--- config.mk ---
export PLATFORM = sky130hd
export DESIGN_NAME = data_uncache_bridge
export DESIGN_NICKNAME = d
export VERILOG_FILES = /design/src/rtl/data_uncache_bridge_pkg.sv /design/src/rtl/data_uncache_bridge_size_to_wstrb.sv /design/src/rtl/data_uncache_bridge.sv
export SDC_FILE = /design/constraint.sdc
export NUM_CORES = 1
export LEC_CHECK = 0
export ABC_AREA = 0
export CORE_AREA = 2 2 123 125
export CTS_CLUSTER_DIAMETER = 200
export DETAILED_ROUTE_END_ITERATION = 10
export DIE_AREA = 0 0 125 127
export GPL_ROUTABILITY_DRIVEN = 0
export PLACE_DENSITY = 0.64
export SETUP_SLACK_MARGIN = 0.02
export SYNTH_ARGS = -nofsm -noshare
export SYNTH_HDL_FRONTEND = slang
export SYNTH_SLANG_ARGS = --single-unit
--- constraint.sdc ---
create_clock -name clk -period 2.3 [get_ports clk]
set_clock_uncertainty 0.2 [all_clocks]
set_input_delay 0.23 -clock clk [delete_from_list [all_inputs] [get_ports clk]]
set_output_delay 0.23 -clock clk [all_outputs]
set_load 0.005 [all_outputs]
--- src/rtl/data_uncache_bridge_pkg.sv ---
// Shared CPU-side definitions: access size encodings and the data bridge state encoding.
package data_uncache_bridge_pkg;

  localparam logic [1:0] SIZE_BYTE = 2'b00;
  localparam logic [1:0] SIZE_HALF = 2'b01;
  localparam logic [1:0] SIZE_WORD = 2'b10;

  localparam logic [1:0] ST_IDLE   = 2'b00;
  localparam logic [1:0] ST_C_WAIT = 2'b01;
  localparam logic [1:0] ST_U_ADDR = 2'b10;
  localparam logic [1:0] ST_U_DATA = 2'b11;

endpackage

--- src/rtl/data_uncache_bridge_size_to_wstrb.sv ---
// Byte-enable generator for single-beat uncached accesses; pure combinational.
module size_to_wstrb
  import data_uncache_bridge_pkg::*;
(
  input  logic [1:0] size,
  input  logic [1:0] addr_lo,
  input  logic       wr,
  output logic [3:0] wstrb
);

  // Loads never enable lanes; the reserved size encoding behaves as a word access.
  always_comb begin
    wstrb = 4'b0000;
    if (!wr) begin
      wstrb = 4'b0000;
    end else begin
      case (size)
        SIZE_BYTE: wstrb = 4'b0001 << addr_lo;
        SIZE_HALF: wstrb = addr_lo[1] ? 4'b1100 : 4'b0011;
        default:   wstrb = 4'b1111;
      endcase
    end
  end

endmodule

--- src/rtl/data_uncache_bridge.sv ---
// Data-side bridge: steers translated CPU requests to the D-cache or to a single-beat
// uncached bus, one transaction outstanding, responses returned in order.
module data_uncache_bridge
  import data_uncache_bridge_pkg::*;
#(
  parameter int ADDR_W = 32,
  parameter int DATA_W = 32
) (
  input  logic              clk,
  input  logic              resetn,
  input  logic              cpu_req,
  input  logic              cpu_wr,
  input  logic [1:0]        cpu_size,
  input  logic [ADDR_W-1:0] cpu_paddr,
  input  logic [DATA_W-1:0] cpu_wdata,
  input  logic              cpu_no_dcache,
  output logic              cpu_addr_ok,
  output logic              cpu_data_ok,
  output logic [DATA_W-1:0] cpu_rdata,
  output logic              dc_req,
  output logic              dc_wr,
  output logic [1:0]        dc_size,
  output logic [ADDR_W-1:0] dc_addr,
  output logic [DATA_W-1:0] dc_wdata,
  input  logic              dc_addr_ok,
  input  logic              dc_data_ok,
  input  logic [DATA_W-1:0] dc_rdata,
  output logic              uc_req,
  output logic              uc_wr,
  output logic [1:0]        uc_size,
  output logic [ADDR_W-1:0] uc_addr,
  output logic [DATA_W-1:0] uc_wdata,
  output logic [3:0]        uc_wstrb,
  input  logic              uc_addr_ok,
  input  logic              uc_data_ok,
  input  logic [DATA_W-1:0] uc_rdata
);

  logic [1:0]        state_q, state_d;
  logic              wr_q, wr_d;
  logic [1:0]        size_q, size_d;
  logic [ADDR_W-1:0] paddr_q, paddr_d;
  logic [DATA_W-1:0] wdata_q, wdata_d;

  logic idle_s, c_wait_s, u_addr_s, u_data_s, dc_sel_s;

  assign idle_s   = (state_q == ST_IDLE);
  assign c_wait_s = (state_q == ST_C_WAIT);
  assign u_addr_s = (state_q == ST_U_ADDR);
  assign u_data_s = (state_q == ST_U_DATA);
  assign dc_sel_s = idle_s & ~cpu_no_dcache;

  // Next-state and capture logic; cpu_no_dcache only matters while an IDLE request is pending.
  always_comb begin
    state_d = state_q;
    wr_d    = wr_q;
    size_d  = size_q;
    paddr_d = paddr_q;
    wdata_d = wdata_q;
    case (state_q)
      ST_IDLE: begin
        if (cpu_req) begin
          if (cpu_no_dcache) begin
            wr_d    = cpu_wr;
            size_d  = cpu_size;
            paddr_d = cpu_paddr;
            wdata_d = cpu_wdata;
            state_d = ST_U_ADDR;
          end else if (dc_addr_ok) begin
            state_d = ST_C_WAIT;
          end else begin
            state_d = ST_IDLE;
          end
        end else begin
          state_d = ST_IDLE;
        end
      end
      ST_C_WAIT: state_d = dc_data_ok ? ST_IDLE : ST_C_WAIT;
      ST_U_ADDR: state_d = uc_addr_ok ? ST_U_DATA : ST_U_ADDR;
      ST_U_DATA: state_d = uc_data_ok ? ST_IDLE : ST_U_DATA;
      default:   state_d = ST_IDLE;
    endcase
  end

  // FSM state and uncached capture registers.
  always_ff @(posedge clk or negedge resetn) begin
    if (!resetn) begin
      state_q <= ST_IDLE;
      wr_q    <= 1'b0;
      size_q  <= 2'b00;
      paddr_q <= {ADDR_W{1'b0}};
      wdata_q <= {DATA_W{1'b0}};
    end else begin
      state_q <= state_d;
      wr_q    <= wr_d;
      size_q  <= size_d;
      paddr_q <= paddr_d;
      wdata_q <= wdata_d;
    end
  end

  assign cpu_addr_ok = idle_s & cpu_req & (cpu_no_dcache | dc_addr_ok);
  assign cpu_data_ok = (c_wait_s & dc_data_ok) | (u_data_s & uc_data_ok);
  assign cpu_rdata   = c_wait_s ? dc_rdata :
                       u_data_s ? uc_rdata : {DATA_W{1'b0}};

  // The cached path is a pass-through while idle and quiet everywhere else.
  assign dc_req   = dc_sel_s & cpu_req;
  assign dc_wr    = dc_sel_s & cpu_wr;
  assign dc_size  = dc_sel_s ? cpu_size  : 2'b00;
  assign dc_addr  = dc_sel_s ? cpu_paddr : {ADDR_W{1'b0}};
  assign dc_wdata = dc_sel_s ? cpu_wdata : {DATA_W{1'b0}};

  assign uc_req   = u_addr_s;
  assign uc_wr    = wr_q;
  assign uc_size  = size_q;
  assign uc_addr  = paddr_q;
  assign uc_wdata = wdata_q;

  size_to_wstrb u_wstrb (
    .size    (size_q),
    .addr_lo (paddr_q[1:0]),
    .wr      (wr_q),
    .wstrb   (uc_wstrb)
  );

endmodule

==> run_results.csv <==
group,metric,value,unit
pwr,total_power,8.143,mW
finish,regArea,1729,sq um
place,hpwl,10.73,mm
grt,antenna_found_initial,0,
setup_path,slowest_stage,"clkdlybuf4s50_1",
setup_path,cp.arrival,1790,ps
setup_path,worstSetupPathType,"reg2out",
finish,drive_gt1_share,18.70,%
pwr,p_leak,4.045,nW
yosys,synthCells,316,
drt,avgViaCountPerCell,4.389,
drt,first_pass_iters,4,
pwr,power.density,1065,nW/um^2
yosys,syn-cell-area,3697,sq um
setup_path,slowest_delay,510,ps
finish,multi_input_area,1909,sq um
grt,grt.overflow.total,0,
timing,max_freq,0.4500,GHz
finish,nets,781,
job,drv_cap,0,
timing,max_slew_margin,42.21,%
pwr,vdd_ir_drop_max,0.0003979,V
setup_path,endpoint_kind,"output port",
floorplan,die_h,127,um
yosys,ys_warn_count,0,
finish,area_growth,106.8,%
floorplan,core,14420,sq um
setup_path,cp-start-kind,"register",
clocking,cts_tree,"done",
finish,num_antenna_cells,0,
timing,finalHoldViolCount,0,
drt,post_drt_wl_per_cell,17.12,um
clocking,clk_latency,320,ps
timing,maxSlewViolCount,0,
place,portBuffers,312,
clocking,clock_path_buffers,2,
clocking,cts_sinks,69,
floorplan,die_area,15880,sq um
status,run_status,"complete, no violations",
drt,drc,0,
grt,grt_usage,16.92,%
drt,drtIter0Drc,87,
drt,routed_wirelength,14.22,mm
timing,worstMarginPinSlew,866.9,ps
setup_path,worstPathMaxFanout,12,
setup_path,path_cells,"buf_4, buf_6, mux2i_1, nor2_1, clkdlybuf4s50_1",
grt,first_global_vias,3817,
floorplan,io_pins,313,
setup_path,cp_top_family,"buffers and inverters",
clocking,clk_pin_slew,50,ps
grt,grt_max_degree,70,
drt,ant_nets,0,
clocking,numCtsBuffers,9,
finish,fin_cells,831,
yosys,syn-mean-instance-area,11.70,sq um
timing,min_period,2222,ps
timing,finalSetupViolCount,0,
floorplan,initial_core_util,25.63,%
clocking,h-tree-depth,3,
yosys,seq_area_frac_synth,46.70,%
setup_path,cp_data_required_time,1870,ps
drt,dr_total_vias,3647,
floorplan,num_rows,44,
grt,grt_pass1_wl,21.17,mm
clocking,clock-root-buffer,"clkbuf_16",
timing,min_period_over_period,96.61,%
yosys,synth-seq-cells,69,
finish,nFillCells,1294,
floorplan,die_w,125,um
yosys,synth.distinct_cells,25,
setup_path,path_buf_inv,3,
yosys,syn-num-nets,455,
place,dp_cells,800,
worst_hold_path,min_path_type,"reg2reg",
[registers in the layout, indices dropped and copies added, names as in the netlist]
register,count
state_q,2
uc_wdata,32
uc_wr,1
uc_size,2
uc_addr,32
[final cells by class]
| class | count | area share, % |
|---|---|---|
| inverter | 2 | 0.09820 |
| multi-input combinational | 223 | 24.98 |
| sequential | 69 | 22.62 |
| clock buffer | 9 | 2.946 |
| tap | 184 | 3.011 |
| clock inverter | 7 | 0.5565 |
| timing repair buffer | 337 | 45.79 |
[timing repair]
| item | CTS | global route |
|---|---|---|
| pin swaps | 1 | 1 |
| gates resized for setup | 77 | 50 |
| setup buffers | 5 | 5 |
| hold endpoints to repair | 69 | 0 |
| gates cloned | 2 | 2 |
| hold buffers | 1 | 0 |
| setup endpoints to repair | 82 | 43 |
[placed cells by master, fill, tap and decap left out, types with 3 or more instances in the layout]
| master | instances |
|---|---|
| clkdlybuf4s50_1 | 210 |
| dfrtp_1 | 67 |
| and2_1 | 65 |
| dlygate4sd2_1 | 55 |
| mux2_2 | 48 |
| dlymetal6s2s_1 | 43 |
| nor2_1 | 36 |
| mux2i_1 | 29 |
| mux2_4 | 19 |
| clkbuf_16 | 11 |
| buf_4 | 11 |
| buf_12 | 5 |
| buf_6 | 5 |
| clkinv_2 | 4 |
| nor2b_1 | 3 |
| mux2i_4 | 3 |
| clkinvlp_4 | 3 |
[final timing paths]
path	startpoint	to	depth (start not counted)	slack, ps
min in group asynchronous	resetn	uc_wdata[10]$_DFFE_PN0P_	2	380
max	state_q[1]$_DFF_PN0_	cpu_rdata[0]	5	80
min reg2reg	uc_addr[20]$_DFFE_PN0P_	uc_addr[20]$_DFFE_PN0P_	1	300
max in group asynchronous	resetn	state_q[1]$_DFF_PN0_	2	900
min	uc_addr[20]$_DFFE_PN0P_	uc_addr[20]$_DFFE_PN0P_	1	300
max reg2reg	state_q[1]$_DFF_PN0_	uc_addr[30]$_DFFE_PN0P_	6	200
[routing by layer]
layer / GRT usage [%] / wire length (um)
met1: 17.34 / 4917
met4: 4.183 / 217
met5: 0 / 0
met3: 4.983 / 1161
met2: 33.50 / 7928
[cell families (layout without fill, tap and decap cells)]
| group | count (synthesis) | in the layout | synth area share [%] |
|---|---|---|---|
| DFF | 69 | 69 | 46.70 |
| AOI/OAI and AO/OA | 8 | 8 | 1.523 |
| muxes | 100 | 100 | 31.27 |
| buffers and inverters | 24 | 355 | 3.519 |
| and+or+nand+nor | 115 | 115 | 16.99 |
[synth_stat cells, drive strengths merged]
cell type | number | area [sq um]
nor2 | 37 | 141.4
nand2 | 2 | 7.510
nor4b | 1 | 8.760
and2b | 2 | 15.01
mux2i | 33 | 330.3
and2 | 67 | 419.2
nor2b | 3 | 18.77
o311ai | 1 | 8.760
a21oi | 2 | 10.01
o21ai | 1 | 5.000
o211a | 1 | 10.01
clkinv | 1 | 3.750
nor3 | 1 | 5.000
and3 | 1 | 6.260
mux2 | 67 | 825.8
o21a | 2 | 15.01
nand2b | 1 | 6.260
a21o | 1 | 7.510
buf | 12 | 85.08
inv | 1 | 3.750
clkbuf | 10 | 37.54
dfrtp | 69 | 1727
[through the flow]
stage          setup slack, ps  area [sq um]  utilization (%)  hold WS [ps]  TNS [ps]
6_report                 78.00          7645            53.00         302.0         0
5_1_grt                 -2.151          7645            53.00         312.3    -2.151
2_1_floorplan            569.6          3697                -        -265.6         0
3_5_place_dp            -95.22          7062            48.96         204.2     -3777
4_1_cts                 -88.25          7438            51.57         306.3     -1359
3_3_place_gp            -83.69          7062            48.96         198.3     -2121
[power by group]
group	internal [mW]	leakage (nW)	switching, mW
sequential	1.84	0.819	0.383
combinational	3.10	3.10	1.59
clock	0.720	0.127	0.510
Power figures use the tool's default switching activity.
